===== config.mk =====
export PLATFORM = sky130hd
export DESIGN_NAME = ps2_rx_fifo
export DESIGN_NICKNAME = d
export VERILOG_FILES = /design/src/rtl/ps2_pkg.sv /design/src/rtl/sync_fifo.sv /design/src/rtl/ps2_rx_fifo.sv
export SDC_FILE = /design/constraint.sdc
export NUM_CORES = 1
export LEC_CHECK = 0
export CAP_MARGIN = 20
export CORE_UTILIZATION = 29
export DETAILED_ROUTE_END_ITERATION = 10
export GPL_TIMING_DRIVEN = 0
export REMOVE_ABC_BUFFERS = 1
export SETUP_SLACK_MARGIN = 0.05
export SKIP_CTS_REPAIR_TIMING = 1
export SYNTH_ARGS = -nofsm -noshare
export SYNTH_HDL_FRONTEND = slang
export SYNTH_SLANG_ARGS = --single-unit
export TNS_END_PERCENT = 50

===== constraint.sdc =====
create_clock -name clk -period 6.55 [get_ports clk]
set_clock_uncertainty 0.1 [all_clocks]
set_input_delay 1.31 -clock clk [delete_from_list [all_inputs] [get_ports clk]]
set_output_delay 1.31 -clock clk [all_outputs]
set_load 0.03 [all_outputs]

===== src/rtl/ps2_pkg.sv =====
`default_nettype none
// +-----------------------------------------------------------------------+
// | Package : ps2_pkg                                                     |
// | Purpose : Shared types and constants for the PS/2 receive path:       |
// |           frame FSM state encoding and frame length.                  |
// | Rev     : 1.0  initial release                                        |
// +-----------------------------------------------------------------------+
package ps2_pkg;

  // Frame phases: waiting for start bit, 8 data bits, parity, stop.
  typedef enum logic [1:0] {
    ST_IDLE   = 2'd0,
    ST_DATA   = 2'd1,
    ST_PARITY = 2'd2,
    ST_STOP   = 2'd3
  } ps2_state_e;

  // start + 8 data + parity + stop
  localparam int PS2_FRAME_BITS = 11;

endpackage
`default_nettype wire


===== src/rtl/sync_fifo.sv =====
`default_nettype none
// +-----------------------------------------------------------------------+
// | Module  : sync_fifo                                                   |
// | Purpose : Single-clock power-of-two FIFO with first-word fall-through |
// |           head. A push into a full FIFO is accepted only when a pop   |
// |           happens in the same cycle; otherwise it is ignored.         |
// | Ports   : clk, rst (async, active-high)                               |
// |           push/wdata  - write request and byte                        |
// |           pop         - read request (ignored when empty)             |
// |           rdata       - head entry                                    |
// |           full/empty/count - occupancy                                |
// | Rev     : 1.0  initial release                                        |
// +-----------------------------------------------------------------------+
module sync_fifo #(
  parameter int DEPTH = 8,
  parameter int WIDTH = 8
) (
  input  logic                     clk,
  input  logic                     rst,
  input  logic                     push,
  input  logic [WIDTH-1:0]         wdata,
  input  logic                     pop,
  output logic [WIDTH-1:0]         rdata,
  output logic                     full,
  output logic                     empty,
  output logic [$clog2(DEPTH):0]   count
);

  localparam int                  c_ADDR_W = $clog2(DEPTH);
  localparam logic [c_ADDR_W:0]   c_FULL   = (c_ADDR_W + 1)'(DEPTH);

  logic [WIDTH-1:0]    r_mem [DEPTH];
  logic [c_ADDR_W-1:0] r_wr_ptr;
  logic [c_ADDR_W-1:0] r_rd_ptr;
  logic [c_ADDR_W:0]   r_count;
  logic                w_push_ok;
  logic                w_pop_ok;

  assign full  = (r_count == c_FULL);
  assign empty = (r_count == '0);
  assign count = r_count;
  assign rdata = r_mem[r_rd_ptr];

  // A pop on a full FIFO frees the slot the push needs in the same cycle.
  assign w_push_ok = push & (~full | pop);
  assign w_pop_ok  = pop & ~empty;

  // Pointers wrap naturally because DEPTH is a power of two.
  always_ff @(posedge clk or posedge rst) begin
    if (rst) begin
      r_wr_ptr <= '0;
      r_rd_ptr <= '0;
      r_count  <= '0;
    end else begin
      if (w_push_ok) r_wr_ptr <= r_wr_ptr + 1'b1;
      if (w_pop_ok)  r_rd_ptr <= r_rd_ptr + 1'b1;
      case ({w_push_ok, w_pop_ok})
        2'b10:   r_count <= r_count + 1'b1;
        2'b01:   r_count <= r_count - 1'b1;
        default: r_count <= r_count;
      endcase
    end
  end

  // Storage is not reset; contents are only observable while non-empty.
  always_ff @(posedge clk) begin
    if (w_push_ok) r_mem[r_wr_ptr] <= wdata;
  end

endmodule
`default_nettype wire


===== src/rtl/ps2_rx_fifo.sv =====
`default_nettype none
// +-----------------------------------------------------------------------+
// | Module  : ps2_rx_fifo                                                 |
// | Purpose : PS/2 device-to-host receiver. Synchronises and glitch-      |
// |           filters ps2_clk, decodes 11-bit frames on filtered falling  |
// |           edges, flags parity/framing/overflow errors, aborts stalled |
// |           frames and buffers good bytes in a FWFT FIFO.               |
// | Ports   : clk, rst (async, active-high)                               |
// |           ps2_clk, ps2_data   - raw PS/2 pins                         |
// |           rx_data/rx_valid/rx_ready - byte stream out (valid/ready)   |
// |           fill_level          - FIFO occupancy                        |
// |           overflow, parity_err, frame_err - sticky error flags        |
// |           err_clr             - clears the sticky flags               |
// |           sample_stb          - pulse per accepted falling edge       |
// | Rev     : 1.0  initial release                                        |
// +-----------------------------------------------------------------------+
module ps2_rx_fifo
  import ps2_pkg::*;
#(
  parameter int DEPTH       = 8,
  parameter int FILTER_LEN  = 4,
  parameter int TIMEOUT_CYC = 5000
) (
  input  logic                     clk,
  input  logic                     rst,
  input  logic                     ps2_clk,
  input  logic                     ps2_data,
  output logic [7:0]               rx_data,
  output logic                     rx_valid,
  input  logic                     rx_ready,
  output logic [$clog2(DEPTH):0]   fill_level,
  output logic                     overflow,
  output logic                     parity_err,
  output logic                     frame_err,
  input  logic                     err_clr,
  output logic                     sample_stb
);

  localparam int                c_FILT_W    = $clog2(FILTER_LEN + 1);
  localparam int                c_TO_W      = $clog2(TIMEOUT_CYC + 1);
  localparam logic [c_FILT_W-1:0] c_FILT_LAST = c_FILT_W'(FILTER_LEN - 1);
  localparam logic [c_TO_W-1:0]   c_TO_LAST   = c_TO_W'(TIMEOUT_CYC - 1);

  logic [1:0]          r_clk_sync;
  logic [1:0]          r_data_sync;
  logic                r_filt;
  logic [c_FILT_W-1:0] r_filt_cnt;
  logic                r_sample_stb;
  logic                r_sample_bit;
  logic                w_diff;
  logic                w_flip;
  logic                w_fall;

  ps2_state_e          r_state;
  ps2_state_e          w_state_nxt;
  logic [7:0]          r_shift;
  logic [2:0]          r_bit_cnt;
  logic                r_par;
  logic [c_TO_W-1:0]   r_to_cnt;
  logic                w_timeout;
  logic                w_push_req;
  logic                w_ferr_evt;
  logic                w_perr_evt;
  logic                w_push_ok;
  logic                w_full;
  logic                w_empty;

  // ---------------- synchronisers and clock filter ----------------------
  // The filter counts consecutive cycles where the synced clock disagrees
  // with the filtered level; the level flips on the FILTER_LEN-th one.
  assign w_diff = r_clk_sync[1] ^ r_filt;
  assign w_flip = w_diff && (r_filt_cnt == c_FILT_LAST);
  assign w_fall = w_flip && !r_clk_sync[1];

  always_ff @(posedge clk or posedge rst) begin
    if (rst) begin
      r_clk_sync   <= 2'b11;
      r_data_sync  <= 2'b11;
      r_filt       <= 1'b1;
      r_filt_cnt   <= '0;
      r_sample_stb <= 1'b0;
      r_sample_bit <= 1'b1;
    end else begin
      r_clk_sync   <= {r_clk_sync[0], ps2_clk};
      r_data_sync  <= {r_data_sync[0], ps2_data};
      if (w_flip) begin
        r_filt     <= r_clk_sync[1];
        r_filt_cnt <= '0;
      end else if (w_diff) begin
        r_filt_cnt <= r_filt_cnt + 1'b1;
      end else begin
        r_filt_cnt <= '0;
      end
      r_sample_stb <= w_fall;
      if (w_fall) r_sample_bit <= r_data_sync[1];
    end
  end

  assign sample_stb = r_sample_stb;

  // ---------------- frame FSM ------------------------------------------
  always_ff @(posedge clk or posedge rst) begin
    if (rst) r_state <= ST_IDLE;
    else     r_state <= w_state_nxt;
  end

  // Stalled frames are aborted when no edge arrives for TIMEOUT_CYC cycles.
  assign w_timeout = (r_state != ST_IDLE) && !r_sample_stb && (r_to_cnt == c_TO_LAST);

  always_comb begin
    w_state_nxt = r_state;
    w_push_req  = 1'b0;
    w_ferr_evt  = 1'b0;
    w_perr_evt  = 1'b0;
    if (w_timeout) begin
      w_state_nxt = ST_IDLE;
      w_ferr_evt  = 1'b1;
    end else if (r_sample_stb) begin
      unique case (r_state)
        ST_IDLE: begin
          if (!r_sample_bit) w_state_nxt = ST_DATA;
          else               w_ferr_evt  = 1'b1;
        end
        ST_DATA: begin
          if (r_bit_cnt == 3'd7) w_state_nxt = ST_PARITY;
        end
        ST_PARITY: w_state_nxt = ST_STOP;
        ST_STOP: begin
          w_state_nxt = ST_IDLE;
          // A bad stop bit is reported as framing even if parity is also bad.
          if (!r_sample_bit)           w_ferr_evt = 1'b1;
          else if (^{r_shift, r_par})  w_push_req = 1'b1;
          else                         w_perr_evt = 1'b1;
        end
      endcase
    end
  end

  always_ff @(posedge clk or posedge rst) begin
    if (rst) begin
      r_shift   <= '0;
      r_bit_cnt <= '0;
      r_par     <= 1'b0;
      r_to_cnt  <= '0;
    end else begin
      if (r_sample_stb) begin
        unique case (r_state)
          ST_IDLE:   r_bit_cnt <= '0;
          ST_DATA: begin
            r_shift   <= {r_sample_bit, r_shift[7:1]};   // LSB arrives first
            r_bit_cnt <= r_bit_cnt + 1'b1;
          end
          ST_PARITY: r_par <= r_sample_bit;
          ST_STOP:   r_bit_cnt <= '0;
        endcase
      end
      if ((r_state == ST_IDLE) || r_sample_stb) r_to_cnt <= '0;
      else                                      r_to_cnt <= r_to_cnt + 1'b1;
    end
  end

  // ---------------- sticky flags ---------------------------------------
  // A new event in the same cycle as err_clr keeps the flag set.
  assign w_push_ok = w_push_req & (~w_full | rx_ready);

  always_ff @(posedge clk or posedge rst) begin
    if (rst) begin
      overflow   <= 1'b0;
      parity_err <= 1'b0;
      frame_err  <= 1'b0;
    end else begin
      if (w_push_req && !w_push_ok) overflow <= 1'b1;
      else if (err_clr)             overflow <= 1'b0;
      if (w_perr_evt)               parity_err <= 1'b1;
      else if (err_clr)             parity_err <= 1'b0;
      if (w_ferr_evt)               frame_err <= 1'b1;
      else if (err_clr)             frame_err <= 1'b0;
    end
  end

  // ---------------- output FIFO ----------------------------------------
  sync_fifo #(
    .DEPTH (DEPTH),
    .WIDTH (8)
  ) u_fifo (
    .clk   (clk),
    .rst   (rst),
    .push  (w_push_req),
    .wdata (r_shift),
    .pop   (rx_ready),
    .rdata (rx_data),
    .full  (w_full),
    .empty (w_empty),
    .count (fill_level)
  );

  assign rx_valid = ~w_empty;

endmodule
`default_nettype wire


Word level (Yosys, flattened, before mapping)
Memories as Yosys holds them, arrays and structs flattened.
Cells that the tools add are included.
{"block": "totals", "ff_bits": 50, "mem_bits_rw": 64, "in_bits": 6, "out_inout_bits": 17, "elab_cells": 97, "n_memories": 1}
{"name": "u_fifo.r_mem", "depth": 8, "word_bits": 8, "read_ports": 1, "rd_ports_with_merged_regs": 0, "write_ports": 1, "line": "sync_fifo.sv:32", "rtl": "logic [WIDTH-1:0] r_mem [DEPTH];"}
{"block": "classes", "addsub": 7, "n_eq_ne": 11, "muxes": 31, "bitwise": 6, "reduce_logical": 24}
{"operator": "two-way mux 1 bit", "n": 20}
{"operator": "nonzero test 2 bit", "n": 7}
{"operator": "adder 13 x 1 -> 13 bit (second input constant)", "n": 1}
{"operator": "equality test 13 bit (second input constant)", "n": 1}
{"operator": "two-way mux 13 bit", "n": 1}
{"operator": "adder 3 x 1 -> 3 bit (second input constant)", "n": 4}
{"operator": "parity 9 bit", "n": 1}
{"operator": "two-way mux 2 bit", "n": 4}
{"operator": "case mux 2 bit (4 select lines)", "n": 1}
{"operator": "case mux 4 bit (2 select lines)", "n": 1}
{"operator": "equality test 2 bit (second input constant)", "n": 3}
{"operator": "two-way mux 3 bit", "n": 2}
{"operator": "!= test 3 bit (second input constant)", "n": 2}
{"operator": "case mux 3 bit (2 select lines)", "n": 1}
{"operator": "AND reduction 2 bit", "n": 3}
{"operator": "logical AND 1 bit", "n": 5}
{"operator": "adder 4 x 1 -> 4 bit (second input constant)", "n": 1}
{"operator": "equality test 2 x 1 -> 1 bit (second input constant)", "n": 2}
{"operator": "equality test 4 bit (second input constant)", "n": 1}
{"operator": "logical NOT 4 bit", "n": 1}
{"operator": "subtractor 4 x 1 -> 4 bit (second input constant)", "n": 1}
{"operator": "equality test 3 x 2 -> 1 bit (second input constant)", "n": 1}
{"operator": "equality test 3 bit (second input constant)", "n": 1}
{"operator": "logical NOT 1 bit", "n": 3}
{"operator": "other kinds (9)", "n": 11}

Longest topological paths before layout
Gate-level depths: netlist of the first run.
{"block": "logic_depth", "word_depth": 10, "ltp_mapped": 11, "mapped_depth_nobuf": 11}

Cells and area by module
From an unflattened synthesis of the first run, not the netlist that was laid out.
{"block": "hier_totals", "hier_cells": 325, "area_unflattened_um2": 4932.2}
{"mod": "sync_fifo", "instances": 1, "cells_each": 160, "area_each_um2": 3067.9}
{"mod": "ps2_rx_fifo", "instances": 1, "cells_each": 165, "area_each_um2": 1864.3}

Worst setup path after synthesis of the first run
OpenSTA, ideal clock, no wires.
{"block": "synth_timing", "path_type": "flip-flop to output port", "from": "register u_fifo.r_rd_ptr[0]", "to": "output port rx_data[0]", "arrival_ps": 1751, "t_required_ps": 5140, "setup_slack_ps": 3389, "stages_incl_launch_ff": 5, "path_buffers": 2, "cell_sequence": "dfrtp_1 buf_2 buf_2 mux4_2 mux2_2"}
{"block": "synth_between", "elab_chain_len": 1}
{"item": "from (decl)", "line": "sync_fifo.sv:34", "rtl": "logic [c_ADDR_W-1:0] r_rd_ptr;"}
{"item": "from (signal assigned)", "line": "sync_fifo.sv:56", "rtl": "if (w_pop_ok) r_rd_ptr <= r_rd_ptr + 1'b1;"}
{"item": "memory read (8 x 8 bit)"}
{"item": "to (decl)", "line": "ps2_rx_fifo.sv:28", "rtl": "output logic [7:0] rx_data,"}
No other way between the ends.

Worst setup path after layout of the first run
{"block": "layout_timing", "from": "register u_fifo.r_rd_ptr[0]", "to": "output port rx_data[5]"}
Same word-level chain as after synthesis.

==> results.md, run 1 <==
- Run status: complete, no violations
- Post-synthesis instance area: ~5000 um^2
- Arithmetic-cell share of the synthesized area counting full adders, half adders and majority gates: 4.27%
- Mux cell area share after synthesis: 12.5%
- Avg Vias per Cell: between 4 and 5
- Ports placed on the boundary: 23
- Worst max-slew margin expressed relative to the limit: roughly 39%
- Clock tree from TritonCTS: yes
- Initial core utilization: around 30%
- Pin count of the biggest net entering global routing: 29
- LEAKAGE: 2.33 nW
- CTS H-tree lvls: 4
- Commonest non-fill, non-tap cell in the layout: edfxtp_1
- Synthesized area divided by synthesized cell count: between 15 and 20 um^2
- Remaining antenna violation count after routing: 0
- Instance area at placement: between 5000 and 6000 um^2
- Overall routing resource usage: 10.9%
- Critical path arrival: 2.82 ns
- Number of antenna cells inserted: 0
- Gpl congestion: a little over 0.7
- Number of global-route vias before repair: roughly 2.8k
- Fraction of synthesized cell area in xor and xnor cells: between 4 and 5%
- Post-Layout Inst Area: 5960 um^2
- Startpoint-to-endpoint class of the critical path: register to output pin
- Count of input and output buffers: 22
- Dominant combinational cell family by area after synthesis: multiplexers
- Global-route met2 utilization: ~18%
- CP required: approximately 5 ns
- Detailed-route wire length: ~8500 um
- Kind of end point of the critical path: output pin
- Number of antenna violations at the first check in global routing: 0
- Final worst-path cycle share: about 65%
- Maximum fanout along the worst path: 11
- Setup WS post-layout: 2.32 ns
- Wire length per cell after detailed routing: roughly 15 um
- CTS Root Buffer Type: clkbuf_16
- Count of clock tree sinks: ~110
- Kind of start point of the critical path: register
- Number of detailed-routing iterations run before antenna repair: 4
- Synth Area in Compound Gates: between 2 and 3%
- Share of layout cells above drive strength 1: between 20% and 30%
- Fraction of synthesis flops using an asynchronous set or reset pin: about 44%
- Drt initial violations: just under 200
- Post-layout instance count excluding filler cells: approximately 580
- Total number of vias: 2597
- Maximum frequency from static timing analysis: 237 MHz
- Count of final max-slew check failures: 0
- Commonest cells after routing, fill and taps aside: edfxtp_1, dfrtp_1, clkdlybuf4s50_1, nand2_1, mux2_2
- Die Wd: around 130 um
- Fraction of the yosys area taken by sequential cells: around two thirds
- Number of standard cells after synthesis: around 310
- Gr ovfl total: 0
- Power density normalized to cell area: roughly 370 nW/um^2
- Setup Total Neg Slack: 0 ns
- Post-synthesis simple-gate area fraction: between 8 and 9%
- Number of violations of the max-capacitance limit: 0
- Global-route wire length before repair: approximately 14000 um
- Total half-perimeter wirelength after legalization and detailed placement: about 5600 um
- Fillcell total: approximately 1.6k
- Post-synth cell types: 44
- Unrepaired setup endpoints after global routing: no
- Core region area: between 15000 and 20000 um^2
- Layout overhead on the synthesized area: 22.5%
- Final Net Count: 372
- Height of the chip: 132 um
- Pre-CTS setup slack: approximately 2.7 ns
- Global routing met3 resource utilization: between 4 and 5%
- Least-Margin Pin Slew: between 0.9 and 1 ns
- Clock-pin slew reported for the worst setup and hold paths after clock tree synthesis: approximately 0.060 ns
- Cell Count Post-Placement: roughly 550
- Minimum period implied by the final worst setup slack: 4.23 ns
- Maximum vdd drop: 0.000180 V
- Die Area: 17300 um^2
- Clock network latency to the later pin of the worst-skew pair: 0.41 ns
- Clock tree buffer depth: 2
- Count of endpoints failing hold in the final timing report: 0
- Ys flop type: edfxtp_1
- Type of the tightest min-delay check: register to register
- Most utilized layer in the global route result: met2
- Final routed DRC violation total: 0
- Core Rows: 47
- Clock buffer count from CTS: 17
- Number of flops mapped to enable cells by yosys: 64
- Overall power of the completed layout: between 2 and 2.5 mW
- Seq cells post-synth: ~110
- Setup-violating endpoint count in the final report: 0
- Count of synthesis-stage warnings from yosys: 0
- Global routing met1 resource utilization: 13.0%
-- worst paths after layout --
check / startpoint / end / slack [ns] / cells past startpoint
setup / recovery: u_fifo.r_rd_ptr[0] / rx_data[5] / 2.32 / 4
hold / removal: r_data_sync[0] / r_data_sync[1] / 0.25 / 0
setup reg to reg: r_shift[3] / u_fifo.count[3] / 3.45 / 11
hold reg to reg: r_data_sync[0] / r_data_sync[1] / 0.25 / 0
max in group asynchronous: rst / u_fifo.count[2] / 4.65 / 3
min in group asynchronous: rst / r_to_cnt[10] / 1.18 / 2
-- flip-flops by register name (all words and copies together), names as in the netlist, 2 cells and up --
name / flops
r_shift: 8
r_to_cnt: 13
r_filt_cnt: 3
u_fifo.r_rd_ptr: 3
r_clk_sync: 2
u_fifo.count: 4
u_fifo.r_mem: 64
r_bit_cnt: 3
u_fifo.r_wr_ptr: 3
r_data_sync: 2
r_state: 2
-- where the power goes --
group,total (mW),switching (mW),internal [mW],leakage [nW]
clock network,0.879,0.324,0.556,0.264
logic,0.403,0.196,0.207,0.804
registers,0.924,0.111,0.813,1.26
total,2.21,0.630,1.58,2.33
-- logic make-up after synthesis --
family	count (synthesis)
DFF	114
and+or+nand+nor	74
muxes	38
buffers and inverters	26
xor gates and xnor gates	25
AOI/OAI and AO/OA	21
adders and majority gates	16
-- worst max-delay path: stages, from the launching register on --
cell and delay (ns):
dfrtp_1 0.78, buf_8 0.24, mux4_2 0.51, mux2_2 0.28, clkdlybuf4s50_1 0.60
-- stage by stage --
step	util, %	hold WS, ns
after floorplan	-	0.245
after global placement	32.3	0.248
after detailed placement	32.8	0.248
after CTS	36.2	0.255
after global routing	36.2	0.259
final	36.2	0.255
-- cells in the mapped netlist (2+ instances only) --
| library cell | number | share of area (%) |
|---|---|---|
| mux4_2 | 16 | 7.4 |
| or3_1 | 2 | 0.26 |
| nand3_1 | 6 | 0.62 |
| xor2_1 | 13 | 2.3 |
| o21ai_0 | 11 | 1.1 |
| nand2b_1 | 3 | 0.39 |
| edfxtp_1 | 64 | 39 |
| and3_1 | 4 | 0.51 |
| dfstp_2 | 6 | 3.2 |
| buf_1 | 3 | 0.23 |
| nand4_1 | 3 | 0.39 |
| a21oi_1 | 5 | 0.51 |
| nand2_1 | 20 | 1.5 |
| mux2_2 | 20 | 4.6 |
| ha_1 | 15 | 3.9 |
| buf_2 | 2 | 0.21 |
| nor2_1 | 19 | 1.5 |
| xnor2_1 | 10 | 1.8 |
| clkbuf_1 | 6 | 0.46 |
| nor3_1 | 3 | 0.31 |
| dfrtp_1 | 44 | 23 |
| inv_1 | 15 | 1.2 |
| nor4b_2 | 2 | 0.62 |
| nor3b_2 | 2 | 0.51 |
-- cell type report --
cell class / count / area [um^2] / share of cell area, %
timing repair buffer: 28 / 285 / 4.78
sequential: 114 / 3180 / 53.3
clock buffer: 18 / 429 / 7.20
inverter: 15 / 56.3 / 0.944
multi-input combinational: 174 / 1600 / 26.8
clock inverter: 14 / 138 / 2.31
tap: 220 / 275 / 4.62
-- per-layer routing --
metal / up-vias / wire (um)
met2: 44 / 4330
met3: 8 / 349
li1: 1221 / -
met4: 0 / 78
met5: - / 0
met1: 1324 / 3720
(Power assumes the default switching activity.)
==> run 2, diff against run 1 <==
==> constraint.sdc (replaced) <==
create_clock -name clk -period 3.5 [get_ports clk]
set_clock_uncertainty 0.1 [all_clocks]
set_input_delay 0.7 -clock clk [delete_from_list [all_inputs] [get_ports clk]]
set_output_delay 0.7 -clock clk [all_outputs]
set_load 0.03 [all_outputs]
==> results.md, run 2 (same netlist as run 1, synthesis figures left out) <==
- Run status: complete, no violations
- Height of the chip: 132 um (unchanged)
- Detailed-route wire length: 8480 um (about the same)
- Commonest non-fill, non-tap cell in the layout: edfxtp_1
- Final Net Count: 372 (unchanged)
- Least-Margin Pin Slew: 0.907 ns (+0.000777 ns)
- Number of violations of the max-capacitance limit: 0 (unchanged)
- Kind of start point of the critical path: register
- Wire length per cell after detailed routing: 14.5 um (about the same)
- Type of the tightest min-delay check: register to register
- Kind of end point of the critical path: output pin
- Cell family with most CP delay: buffers and inverters
- CP cell instances: buf_8, mux4_2, mux2_2, clkdlybuf4s50_1
- Commonest cells after routing, fill and taps aside: edfxtp_1, dfrtp_1, clkdlybuf4s50_1, nand2_1, mux2_2
- Avg Vias per Cell: 4.45 (unchanged)
- Count of final max-slew check failures: 0 (unchanged)
- Setup slack of the worst register-to-register path: 0.40 ns (-3.05 ns)
- Largest Register: u_fifo.r_mem
- Total half-perimeter wirelength after legalization and detailed placement: 5600 um (unchanged)
- Clock network latency to the later pin of the worst-skew pair: 0.41 ns (about the same)
- Share of total power consumed by net switching: 28.5% (-0.030 points)
- Gpl congestion: 0.718 (unchanged)
- Global-route wire length before repair: 14300 um (unchanged)
- Biggest regs: u_fifo.r_mem x64, r_to_cnt x13, r_shift x8
- Minimum period implied by the final worst setup slack: 3.35 ns
- Initial core utilization: 29.6% (unchanged)
- Gr ovfl total: 0 (unchanged)
- Drt initial violations: 182 (-7.6%)
- Share of layout cells above drive strength 1: 25.3% (+0.55 points)
- Total number of vias: 2597 (unchanged)
- Ports placed on the boundary: 23 (unchanged)
- Count of input and output buffers: 22 (unchanged)
- Unrepaired setup endpoints after global routing: no
- Flip-flop count of the largest register, all copies and words added: 64 (unchanged)
- Remaining antenna violation count after routing: 0 (unchanged)
- Die Wd: 132 um (unchanged)
- CTS Root Buffer Type: clkbuf_16
- Number of antenna violations at the first check in global routing: 0 (unchanged)
- Count of clock tree sinks: 114 (unchanged)
- Cells on worst reg2reg path: 11 (unchanged)
- Layout overhead on the synthesized area: 22.6% (about the same)
- Internal cell power: 2.95 mW (+87%)
- Critical path endpoint: rx_data[5]
- Worst setup startpoint: u_fifo.r_rd_ptr[0]
- Critical path's slowest cell: clkdlybuf4s50_1
- Maximum fanout along the worst path: 11 (unchanged)
- LEAKAGE: 2.32 nW (about the same)
- Clock tree buffer depth: 2 (unchanged)
- CP required: 2.70 ns (-2.44 ns)
- Setup-violating endpoint count in the final report: 0 (unchanged)
- Buffers plus inverters on the worst setup path: 2 (unchanged)
- Core Rows: 47 (unchanged)
- Maximum vdd drop: 0.000337 V (+87%)
- Fin util: 36.2% (about the same)
- CTS H-tree lvls: 4 (unchanged)
- Number of cells on the critical path: 4 (unchanged)
- Clock-pin slew reported for the worst setup and hold paths after clock tree synthesis: 0.06 ns (about the same)
- Maximum frequency from static timing analysis: approximately 300 MHz
- Post-Layout Inst Area: 5970 um^2 (about the same)
- Power density normalized to cell area: 692 nW/um^2 (+87%)
- Sequential share of power: 42.0% (about the same)
- Final routed DRC violation total: 0 (unchanged)
- Startpoint-to-endpoint class of the critical path: register to output pin
- Number of antenna cells inserted: 0 (unchanged)
- Die Area: 17300 um^2 (unchanged)
- Clock tree from TritonCTS: yes
- Count of endpoints failing hold in the final timing report: 0 (unchanged)
- Fillcell total: 1578 (-0.063%)
- Clock buffer count from CTS: 17 (unchanged)
- Worst reg2reg endpoint: u_fifo.count[3]
- Switching power total: 1.18 mW (+87%)
- Worst path max stage delay: 0.60 ns (-0.18 ns)
- Overall routing resource usage: 10.9% (unchanged)
- Instance area at placement: 5400 um^2 (unchanged)
- Pin count of the biggest net entering global routing: 29 (unchanged)
- Critical path arrival: 2.55 ns (-0.27 ns)
- R2r startpoint: r_shift[3]
- Worst max-slew margin expressed relative to the limit: 39.3% (-0.052 points)
- Core region area: 16500 um^2 (unchanged)
- Number of detailed-routing iterations run before antenna repair: 4 (unchanged)
- Portion of total power attributed to combinational logic: 18.2% (about the same)
- Final worst-path cycle share: 95.7%
- Number of global-route vias before repair: 2754 (unchanged)
- Clock group share of total power: 39.8% (about the same)
==> run 2: changes by cell type in the layout (fill, tap and decap cells not counted) <==
cell / previous run / this run
dfrtp_1: 44 / 42
dfrtp_2: 0 / 1
dfrtp_4: 0 / 1
==> run 2: area by class of cell <==
class,count,area [um^2],share of cell area (%)
flip-flops and latches,114,3190,53.4
inverters,15,56.3,0.943
clock buffers,18,429,7.19
well taps,220,275,4.61
repair buffers,28,285,4.78
multi-input cells,174,1600,26.8
clock inverters,14,138,2.31
==> run 2: worst min path at each step <==
stage	start	to	cells after the start
2_1_floorplan	r_clk_sync[0]	r_clk_sync[1]	0
3_3_place_gp	r_clk_sync[0]	r_clk_sync[1]	0
3_5_place_dp	r_clk_sync[0]	r_clk_sync[1]	0
4_1_cts	r_clk_sync[0]	r_clk_sync[1]	0
5_1_grt	r_clk_sync[0]	r_clk_sync[1]	0
6_report	r_data_sync[0]	r_data_sync[1]	0
==> run 2: power groups by stage <==
stage,clock (mW),sequential (mW),combinational [mW]
floorplan,0,1.75,0.496
global placement,0,1.78,0.699
detailed placement,0,1.76,0.766
CTS,1.68,1.73,0.769
global route,1.74,1.76,0.829
finish,1.65,1.74,0.752
==> run 2: through the flow <==
stage | cells | hold slack, ns | setup WS, ns | setup TNS, ns | power (mW)
2_1_floorplan | 303 | 0.245 | 0.651 | 0 | 2.25
3_3_place_gp | 545 | 0.248 | -0.296 | -2.37 | 2.48
3_5_place_dp | 551 | 0.248 | 0.275 | 0 | 2.52
4_1_cts | 583 | 0.255 | -0.198 | -0.951 | 4.18
5_1_grt | 583 | 0.259 | 0.0529 | 0 | 4.33
6_report | 583 | 0.255 | 0.151 | 0 | 4.13
==> run 2: routing by layer <==
layer | wire length, um | track usage, % | up-vias
li1 | - | - | 1221
met1 | 3730 | 13.0 | 1327
met2 | 4340 | 18.0 | 41
met3 | 337 | 4.28 | 8
met4 | 76 | 3.55 | 0
met5 | 0 | 0 | -
